==> config.mk <==
export PLATFORM = sky130hd
export DESIGN_NAME = regfile_mp
export DESIGN_NICKNAME = d
export VERILOG_FILES = /design/src/rtl/regfile_mp.sv
export SDC_FILE = /design/constraint.sdc
export NUM_CORES = 1
export LEC_CHECK = 0
export BUFFER_PORTS_ARGS = -buffer_cell sky130_fd_sc_hd__buf_2
export CAP_MARGIN = 10
export CORE_MARGIN = 2
export CORE_UTILIZATION = 44
export DETAILED_ROUTE_END_ITERATION = 16
export GPL_TIMING_DRIVEN = 0
export PLACE_DENSITY = 0.6
export REMOVE_ABC_BUFFERS = 1
export SYNTH_ARGS = -nofsm -noshare
export SYNTH_HDL_FRONTEND = slang
export SYNTH_SLANG_ARGS = --single-unit
export TNS_END_PERCENT = 50
==> constraint.sdc <==
create_clock -name clk -period 4.81 [get_ports clk]
set_input_delay 0.2405 -clock clk [delete_from_list [all_inputs] [get_ports clk]]
set_output_delay 0.2405 -clock clk [all_outputs]
set_load 0.01 [all_outputs]
==> src/rtl/regfile_mp.sv <==
// Multi-port integer register file: NREAD combinational read ports, one write port,
// optional write-to-read bypass, hard-wired zero register and a sequential clear sweep.
module regfile_mp #(
    parameter int XLEN     = 32,
    parameter int NREGS    = 32,
    parameter int AW       = $clog2(NREGS),
    parameter int NREAD    = 2,
    parameter bit ZERO_REG = 1'b1,
    parameter bit BYPASS   = 1'b0
) (
    input  logic                  clk,
    input  logic                  rst_n,
    input  logic [NREAD*AW-1:0]   raddr,
    output logic [NREAD*XLEN-1:0] rdata,
    input  logic                  we,
    input  logic [AW-1:0]         waddr,
    input  logic [XLEN-1:0]       wdata,
    output logic                  wready,
    input  logic                  clear_req,
    output logic                  busy,
    output logic                  clear_done
);

    typedef enum logic {
        CLEAR,
        IDLE
    } state_t;

    localparam logic [AW-1:0] LAST_IDX = AW'(NREGS - 1);

    state_t          state;
    logic [AW-1:0]   idx;
    logic [XLEN-1:0] mem [NREGS];
    logic            wr_commit;
    logic [AW-1:0]   ra;

    // Address is backed by storage and is not the hard-wired zero entry.
    function automatic logic addr_ok(input logic [AW-1:0] a);
        return (32'(a) < 32'(NREGS)) && !(ZERO_REG && (a == '0));
    endfunction

    assign busy      = (state == CLEAR);
    assign wready    = !busy;
    assign wr_commit = we && wready && addr_ok(waddr);

    always_ff @(posedge clk or negedge rst_n) begin
        if (!rst_n) begin
            state      <= CLEAR;
            idx        <= '0;
            clear_done <= 1'b0;
        end else begin
            clear_done <= 1'b0;
            case (state)
                CLEAR: begin
                    if (idx == LAST_IDX) begin
                        state      <= IDLE;
                        idx        <= '0;
                        clear_done <= 1'b1;
                    end else begin
                        idx <= idx + AW'(1);
                    end
                end
                IDLE: begin
                    if (clear_req) begin
                        state <= CLEAR;
                        idx   <= '0;
                    end
                end
                default: begin
                    state <= CLEAR;
                    idx   <= '0;
                end
            endcase
        end
    end

    // Storage carries no reset; the sweep owns the array while busy.
    always_ff @(posedge clk) begin
        if (busy) begin
            mem[idx] <= '0;
        end else if (wr_commit) begin
            mem[waddr] <= wdata;
        end
    end

    always_comb begin
        rdata = '0;
        ra    = '0;
        for (int unsigned i = 0; i < NREAD; i++) begin
            ra = raddr[i*AW +: AW];
            if (!busy && addr_ok(ra)) begin
                if (BYPASS && wr_commit && (waddr == ra)) begin
                    rdata[i*XLEN +: XLEN] = wdata;
                end else begin
                    rdata[i*XLEN +: XLEN] = mem[ra];
                end
            end
        end
    end

endmodule
==> qor.yml <==
place:
  place_area_mm2: 0.0521
  numPortBuffers: 117
  post-place-ws_ns: 0.238
  dp_hpwl_um: 103000
  place.gp.congestion: 0.760
drt:
  via_per_inst: 6.76
  drt-pass1-iter-count: 8
  drc: 0
  wl_per_cell_um: 34.4
  wl_um: 155000
  drt_iter0_drc: 3559
  ant_nets: 0
  vias: 30400
sta:
  finalSetupViolCount: 0
  hold-worst-slack_ns: 0.318
  rsz0062_at_grt: "no"
  skew_ns: 0.0237
  min_period_over_period_pct: 96.2
  clock.fmax_mhz: 216
  min_period_ns: 4.63
  slew_viol_final: 0
  slew_headroom_pct: 15.1
  finalWorstSetupSlack_ns: 0.184
  tns_ns: 0
  hold_viol: 0
  worst_pin_slew_ns: 1.26
yosys:
  synthFlopType: "edfxtp_1"
  yosys.area_share.xor_xnor_pct: 0.0364
  yosysWarnings: 0
  ys_types: 42
  synthMuxAreaShare_pct: 22.6
  synth.avg_cell_area_um2: 16.9
  synth-seq-cells: 1031
  synth_edf_count: 1024
  seq_area_frac_synth_pct: 64.2
  async_reset_ff_share_pct: 0.679
  synth_adder_area_share_pct: 0.0519
  syn_area_mm2: 0.0482
  synth_top_family_by_area: "multiplexers"
  synth_compound_area_share_pct: 6.38
  synth-simple-area-share_pct: 4.17
  synth_cells: 2843
layout:
  n_antenna_cell: 0
  area_delta_synth_final_pct: 15.2
  drive_gt1_share_pct: 23.8
  final_core_util_pct: 51.0
  postLayoutCellArea_mm2: 0.0555
  layout_common_cells: "edfxtp_1, mux2i_1, a22oi_1, mux4_2, nand3_1"
  layout.nets: 3045
  layout_commonest_cell: "edfxtp_1"
die:
  core_mm2: 0.109
  fp-row-count: 121
  die_y_um: 335
  dieArea_mm2: 0.112
  die_w_um: 335
  ios: 118
  start_util_pct: 44.3
worst_setup_path:
  crit_required_ns: 5.18
  cp-start-kind: "flop"
  crit_path_end_kind: "flop"
  crit_arrival_ns: 4.99
  crit_type: "reg -> reg"
  cp_max_fo: 28
cts:
  cts.sinks: 1031
  htree_levels: 3
  numCtsBuffers: 107
  clock_path_buffers: 3
  clock-root-buffer: "clkbuf_16"
  clk_pin_slew_worst_paths_ns: 0.06
  cts_tree: "done"
  cts_post_setup_buffers_inserted: 0
  clock_latency_ns: 0.69
global_route:
  grt_usage_pct: 27.3
  grt_pass1_wl_um: 219000
  gr-total-overflow: 0
  grt_max_degree: 96
  antenna_found_initial: 6
  grt_pass1_vias: 30700
power_and_ir_drop:
  worst_ir_drop_vdd_mv: 0.288
  p_leak_nw: 19.2
  p_per_area_mw_per_mm2: 416
outcome:
  status: "finished clean"
job:
  drv_cap: 0
min_path:
  hold_class: "in -> reg"
## metal layers
layer / track usage (%) / part of all wire (%)
met1: 36.9 / 39
met2: 44.4 / 48
met3: 4.86 / 9.3
met4: 10.1 / 3.7
met5: 0 / 0.015
## worst max-delay path: stages (launching register included)
cell	delay, ns
dfrtp_1	0.95
nand2_1	0.35
a21oi_4	0.81
o21ai_1	0.64
nor3_2	0.84
buf_6	0.28
buf_6	0.17
buf_4	0.23
## repair_timing
item                                   CTS  global route
endpoints found under the hold margin   13             0
setup endpoints to repair                0             7
hold buffers                             3             0
gates resized for setup                  0             1
## flip-flops by register name, summed over array words and instances (netlist names)
register / flops
mem: 1024
idx: 5
clear_done: 1
wready: 1
## report_power, final
part | internal [mW] | leakage (nW) | switching [mW]
combinational | 1.41 | 7.96 | 2.30
sequential | 10.9 | 9.62 | 0.414
clock | 4.55 | 1.61 | 3.47
## cell families after synthesis
logic type | after synthesis
xor+xnor | 2
compound gates | 412
fa+ha+maj | 2
flops | 1031
mux | 770
buf+inv | 241
simple gates | 385
## path summary, 6_finish.rpt
| check | startpoint | to | slack, ns | cells after the start |
|---|---|---|---|---|
| worst max-delay path | wready$_DFF_PN0_ | mem[5][21]$_DFFE_PP_ | 0.18 | 7 |
| worst min-delay path | clear_req | idx[4]$_DFFE_PN0P_ | 0.32 | 3 |
| min in group asynchronous | rst_n | idx[0]$_DFFE_PN0P_ | 0.51 | 3 |
| worst min register to register | idx[4]$_DFFE_PN0P_ | idx[4]$_DFFE_PN0P_ | 0.62 | 2 |
| max in group asynchronous | rst_n | clear_done$_DFF_PN0_ | 4.04 | 3 |
| worst max register to register | wready$_DFF_PN0_ | mem[5][21]$_DFFE_PP_ | 0.18 | 7 |
## cell usage after synthesis, types with 41 or more instances
library cell / n / area [µm²]
mux2i_1: 517 / 5170
mux4_2: 253 / 5700
buf_4: 41 / 308
nand4_1: 65 / 407
clkbuf_1: 97 / 364
buf_2: 86 / 430
nand3_1: 137 / 686
a22o_1: 65 / 569
nand2_1: 63 / 236
edfxtp_1: 1024 / 30700
a22oi_1: 259 / 1940
a31oi_1: 67 / 419
## per-stage QoR
step,std cells,power (mW)
2_1_floorplan,2608,13.1
4_1_cts,4491,23.1
6_report,4492,23.1
3_5_place_dp,4293,15.2
5_1_grt,4492,23.7
3_3_place_gp,4139,14.8
## cell type report
class,instances,area [µm²]
repair buffers,275,3060
fillers,8666,53200
flip-flops and latches,1031,30900
multi-input cells,1571,16400
clock inverters,62,495
inverters,6,22.5
well taps,1414,1770
clock buffers,133,2820
Power figures use the tool's default switching activity.
